==> src/rtl/truth_table_sweeper_pkg.sv <==
// Shared types and constants for the truth-table sweeper and its settle timer.
package truth_table_sweeper_pkg;

   localparam int unsigned VEC_BITS = 4;
   localparam int unsigned TABLE_W  = 16;
   localparam logic [VEC_BITS-1:0] LAST_IDX = 4'd15;

   typedef enum logic [1:0] {
      StIdle   = 2'd0,
      StSettle = 2'd1,
      StSample = 2'd2,
      StDone   = 2'd3
   } state_t;

   // States in which the function block is enabled and sees the current vector.
   function automatic logic drives_vector(input state_t s);
      return (s == StSettle) || (s == StSample);
   endfunction

endpackage

==> src/rtl/truth_table_sweeper_settle_timer.sv <==
// Down-counter that holds each vector for SETTLE_CYCLES cycles before sampling.
module truth_table_sweeper_settle_timer #(
   parameter int unsigned SETTLE_CYCLES = 2
) (
   input  logic clk,
   input  logic rst_n,
   input  logic load,
   input  logic count,
   output logic expired
);

   localparam int unsigned W = $clog2(SETTLE_CYCLES + 1);
   // Loaded on SETTLE entry; the cycle in which it reads zero is the last settle cycle.
   localparam logic [W-1:0] LOAD_VAL = W'(SETTLE_CYCLES - 1);

   logic [W-1:0] cnt_q, cnt_d;

   always_comb begin
      cnt_d = cnt_q;
      if (load) begin
         cnt_d = LOAD_VAL;
      end else if (count && (cnt_q != '0)) begin
         cnt_d = cnt_q - W'(1);
      end
   end

   always_ff @(posedge clk or negedge rst_n) begin
      if (!rst_n) begin
         cnt_q <= '0;
      end else begin
         cnt_q <= cnt_d;
      end
   end

   assign expired = (cnt_q == '0);

endmodule

==> src/rtl/truth_table_sweeper.sv <==
// On-chip self-check sequencer: sweeps all 16 vectors of a 4-input function block,
// captures f into a truth table and compares it against a latched golden table.
module truth_table_sweeper
   import truth_table_sweeper_pkg::*;
#(
   parameter int unsigned SETTLE_CYCLES = 2
) (
   input  logic        clk,
   input  logic        rst_n,
   input  logic        start,
   input  logic        abort,
   input  logic [15:0] expected,
   input  logic        f_in,
   output logic        en_out,
   output logic        a_out,
   output logic        b_out,
   output logic        c_out,
   output logic        d_out,
   output logic        busy,
   output logic        done,
   output logic [15:0] table_out,
   output logic        mismatch,
   output logic [4:0]  err_count,
   output logic [3:0]  first_err_idx
);

   state_t state_q, state_d;

   logic [VEC_BITS-1:0] idx_q, idx_d;
   logic [TABLE_W-1:0]  exp_q, exp_d;
   logic [TABLE_W-1:0]  table_d;
   logic [4:0]          err_d;
   logic [VEC_BITS-1:0] first_d;
   logic                mismatch_d;
   logic                en_d, busy_d, done_d;
   logic [VEC_BITS-1:0] vec_d;

   logic timer_load, timer_count, timer_expired;

   assign timer_load  = (state_d == StSettle) && (state_q != StSettle);
   assign timer_count = (state_q == StSettle);

   truth_table_sweeper_settle_timer #(
      .SETTLE_CYCLES(SETTLE_CYCLES)
   ) u_settle_timer (
      .clk    (clk),
      .rst_n  (rst_n),
      .load   (timer_load),
      .count  (timer_count),
      .expired(timer_expired)
   );

   always_ff @(posedge clk or negedge rst_n) begin
      if (!rst_n) begin
         state_q <= StIdle;
      end else begin
         state_q <= state_d;
      end
   end

   always_comb begin
      state_d = state_q;
      unique case (state_q)
         StIdle: begin
            if (start && !abort) state_d = StSettle;
         end
         StSettle: begin
            if (abort)              state_d = StIdle;
            else if (timer_expired) state_d = StSample;
         end
         StSample: begin
            if (abort)                  state_d = StIdle;
            else if (idx_q == LAST_IDX) state_d = StDone;
            else                        state_d = StSettle;
         end
         StDone: begin
            state_d = StIdle;
         end
         default: state_d = StIdle;
      endcase
   end

   // Datapath and output next-state; outputs are registered aligned with state_q.
   always_comb begin
      idx_d      = idx_q;
      exp_d      = exp_q;
      table_d    = table_out;
      err_d      = err_count;
      first_d    = first_err_idx;
      mismatch_d = mismatch;

      if ((state_q == StIdle) && (state_d == StSettle)) begin
         idx_d      = '0;
         exp_d      = expected;
         table_d    = '0;
         err_d      = '0;
         first_d    = '0;
         mismatch_d = 1'b0;
      end

      // Abort leaves state_d at StIdle, which suppresses this capture.
      if ((state_q == StSample) && (state_d != StIdle)) begin
         table_d[idx_q] = f_in;
         if (f_in != exp_q[idx_q]) begin
            err_d = err_count + 5'd1;
            if (err_count == 5'd0) first_d = idx_q;
         end
         if (idx_q != LAST_IDX) idx_d = idx_q + 4'd1;
      end

      if ((state_q == StSample) && (state_d == StDone)) begin
         mismatch_d = (err_d != 5'd0);
      end

      en_d   = drives_vector(state_d);
      busy_d = en_d;
      done_d = (state_d == StDone);
      vec_d  = en_d ? idx_d : '0;
   end

   always_ff @(posedge clk or negedge rst_n) begin
      if (!rst_n) begin
         idx_q                         <= '0;
         exp_q                         <= '0;
         table_out                     <= '0;
         err_count                     <= '0;
         first_err_idx                 <= '0;
         mismatch                      <= 1'b0;
         en_out                        <= 1'b0;
         busy                          <= 1'b0;
         done                          <= 1'b0;
         {a_out, b_out, c_out, d_out}  <= '0;
      end else begin
         idx_q                         <= idx_d;
         exp_q                         <= exp_d;
         table_out                     <= table_d;
         err_count                     <= err_d;
         first_err_idx                 <= first_d;
         mismatch                      <= mismatch_d;
         en_out                        <= en_d;
         busy                          <= busy_d;
         done                          <= done_d;
         {a_out, b_out, c_out, d_out}  <= vec_d;
      end
   end

endmodule

==> config.mk <==
export PLATFORM = sky130hd
export DESIGN_NAME = truth_table_sweeper
export DESIGN_NICKNAME = d
export VERILOG_FILES = /design/src/rtl/truth_table_sweeper_pkg.sv /design/src/rtl/truth_table_sweeper_settle_timer.sv /design/src/rtl/truth_table_sweeper.sv
export SDC_FILE = /design/constraint.sdc
export NUM_CORES = 1
export LEC_CHECK = 0
export ABC_AREA = 1
export ABC_CLOCK_PERIOD_IN_PS = 3700
export BUFFER_PORTS_ARGS = -buffer_cell sky130_fd_sc_hd__buf_2
export CORE_MARGIN = 3
export CORE_UTILIZATION = 45
export CTS_BUF_LIST = sky130_fd_sc_hd__clkbuf_16
export DETAILED_ROUTE_END_ITERATION = 16
export GPL_ROUTABILITY_DRIVEN = 0
export GPL_TIMING_DRIVEN = 0
export PLACE_DENSITY = 0.7
export SETUP_SLACK_MARGIN = 0.05
export SKIP_CTS_REPAIR_TIMING = 1
export SLEW_MARGIN = 40
export SYNTH_ARGS = -nofsm -noshare
export SYNTH_HDL_FRONTEND = slang
export SYNTH_SLANG_ARGS = --single-unit
==> constraint.sdc <==
create_clock -name clk -period 3.7 [get_ports clk]
set_input_delay 1.11 -clock clk [delete_from_list [all_inputs] [get_ports clk]]
set_output_delay 1.11 -clock clk [all_outputs]
set_load 0.01 [all_outputs]
==> impl_metrics.toml <==
[yosys]
syn_nets = 358
synth_edf_count = 0
postSynthCellCount = 327
synthArstFlopShare = 1.000
synthTopCellsByArea = "dfrtp_1 51%, nand2_1 11%, nand3_1 6.8%"
postSynthAreaPerCell_um2 = 8.387
yosys.area.top_type_share = 0.5109
synth-simple-area-share = 0.2486
synth_seq_cells = 56
yosys.area_share.adder = 0.04562
synth-warning-count = 0
synth_compound_area_frac = 0.09626
synth_xor_area_frac = 0.009580
synth_top_family_by_area = "simple AND/OR/NAND/NOR gates"
synth_ff_type = "dfrtp_1"
ys_seq_area_frac = 0.5109
synth_area_um2 = 2743
synthMuxAreaShare = 0
yosysTopAreaCell = "dfrtp_1"
synthDistinctLibCells = 28

[placement]
place_area_um2 = 3100
dp_hpwl_um = 4429
portBuffers = 53

[route]
wl_per_cell_um = 13.17
antenna_left = 0
drt_iter0_drc = 111
viasPerCell = 5.028
wirelength_um = 6032
drc_errors = 0
vias = 2303
dr.pass1.iters = 4

[floorplan]
die_x_um = 84.07
rows = 27
ios = 54
die_area_um2 = 7068
core_area_um2 = 5709
fp.dieH_um = 84.07
start_util = 0.4804

[timing]
hold_viol = 0
period_minus_slack_ps = 3064
worst_pin_slew_ps = 702.8
rsz0062_at_grt = "no"
timing.final.crit_share = 0.8281
fmax_mhz = 326.4
finalSetupTns_ps = 0
setup_viol = 0
slew_violations = 0
relSlewSlack = 0.5314
finClkSkew_ps = 3.849

[power]
vdd_drop_max_mv = 0.2865
p_leak_uw = 0.001716
power_density_nw_per_um2 = 527.9

[cts]
clockBufferDepth = 2
cts_tree = "yes"
numCtsBuffers = 5
htree_levels = 2
cts.clk_slew.worst_paths_ps = 60
numClockSinks = 56
root_buffer = "clkbuf_16"
clk_latency_ps = 290

[final_layout]
final_common_cell = "nand2_1"
fin_area_um2 = 3256
area_delta_synth_final_pct = 18.70
n_fill_cell = 534
final_cell_mix = "83 x nand2_1, 56 x dfrtp_1, 52 x buf_2"
fin_nets = 418
antenna_cells = 0
drive_gt1_frac = 0.1995

[global_routing]
antenna_found_initial = 0
grt_overflow = 0
grt_pass1_vias = 2231
grt_pass1_wl_um = 10230
grt_max_degree = 57
grt_usage = 0.1781

[hold_path]
hold_path_class = "flip-flop to flip-flop"

[setup_path]
setup.worst_path.class = "primary input to flip-flop"
cp-end-kind = "flip-flop"
cp_data_arrival_time_ps = 3240
crit_required_ps = 3880
startpoint_type = "primary input"
critPathMaxFanout = 8

[flow_run]
maxCapViolations = 0

[run_status]
status = "completed"
==> cells by family (layout without fill, tap and decap cells) <==
kind of cell               count (synthesis)  in the layout
AOI/OAI and AO/OA                         47             47
xor gates and xnor gates                   3              3
adders and majority gates                 10             10
buffers and inverters                     56            115
DFF                                       56             56
and+or+nand+nor                          155            155
==> cell usage after synthesis (2+ instances only) <==
master / number
clkbuf_1: 4
o21ai_2: 3
nand3_1: 37
nand2_1: 83
nor2_1: 20
dfrtp_1: 56
buf_6: 4
ha_1: 10
nand4_1: 7
inv_2: 3
inv_1: 41
nor2_2: 2
xor2_1: 3
buf_1: 3
a21oi_1: 5
o21ai_0: 34
==> routing by layer <==
| layer | track usage | up-vias | share of wire |
|---|---|---|---|
| met4 | 0.06140 | 0 | 0.012 |
| met5 | 0 | - | 0 |
| li1 | - | 1166 | - |
| met2 | 0.2869 | 53 | 0.46 |
| met1 | 0.2396 | 1075 | 0.47 |
| met3 | 0.03455 | 9 | 0.052 |
==> sequential cells by signal, indices dropped and copies added, names as in the netlist, 2 cells and up <==
name / flops
exp_q: 16
table_out: 16
err_count: 5
first_err_idx: 4
idx_q: 4
state_q: 2
u_settle_timer.cnt_q: 2
==> worst paths after layout <==
check,startpoint,end,slack (ps),depth (start not counted)
max,start,b_out$_DFF_PN0_,640,10
min,table_out[7]$_DFF_PN0_,table_out[7]$_DFF_PN0_,510,2
max reg2reg,idx_q[0]$_DFF_PN0_,b_out$_DFF_PN0_,690,12
min reg2reg,table_out[7]$_DFF_PN0_,table_out[7]$_DFF_PN0_,510,2
max in group asynchronous,rst_n,err_count[1]$_DFF_PN0_,2360,1
min in group asynchronous,rst_n,exp_q[12]$_DFFE_PN0P_,850,1
==> through the flow <==
step / instances / power, uW / setup WS [ps] / hold WS (ps) / utilization
global route: 458 / 1831 / 406.9 / 547.6 / 0.5702
finish: 458 / 1718 / 635.9 / 508.9 / 0.5702
CTS: 458 / 1731 / 660.1 / 515.9 / 0.5702
floorplan: 327 / 1084 / 918.1 / 493.3 / -
global placement: 452 / 1199 / 400.6 / 492.9 / 0.5426
detailed placement: 452 / 1215 / 365.0 / 500.2 / 0.5431
==> critical path, cell delays in order <==
cell and delay, ps:
buf_2 70, o21ai_0 60, a21oi_1 310, inv_1 80
ha_1 200, nor2_1 520, inv_1 230, nor2_1 310
a221oi_1 170, and2_1 180
==> cell type report <==
| type | instances | area, um^2 | area share |
|---|---|---|---|
| plain buffers | 12 | 78.83 | 0.02421 |
| repair buffers | 53 | 267.8 | 0.08224 |
| clock inverters | 1 | 30.03 | 0.009224 |
| inverters | 44 | 165.2 | 0.05073 |
| well taps | 72 | 90.09 | 0.02767 |
| flip-flops and latches | 56 | 1401 | 0.4304 |
| multi-input cells | 215 | 1097 | 0.3370 |
| clock buffers | 5 | 125.1 | 0.03843 |
==> power breakdown <==
part	switching [uW]	internal [uW]	total, uW
combinational	293	150	443
clock	206	312	518
sequential	34.2	723	757
total	533	1180	1720
Note: power is estimated with default switching activity, not from simulation.
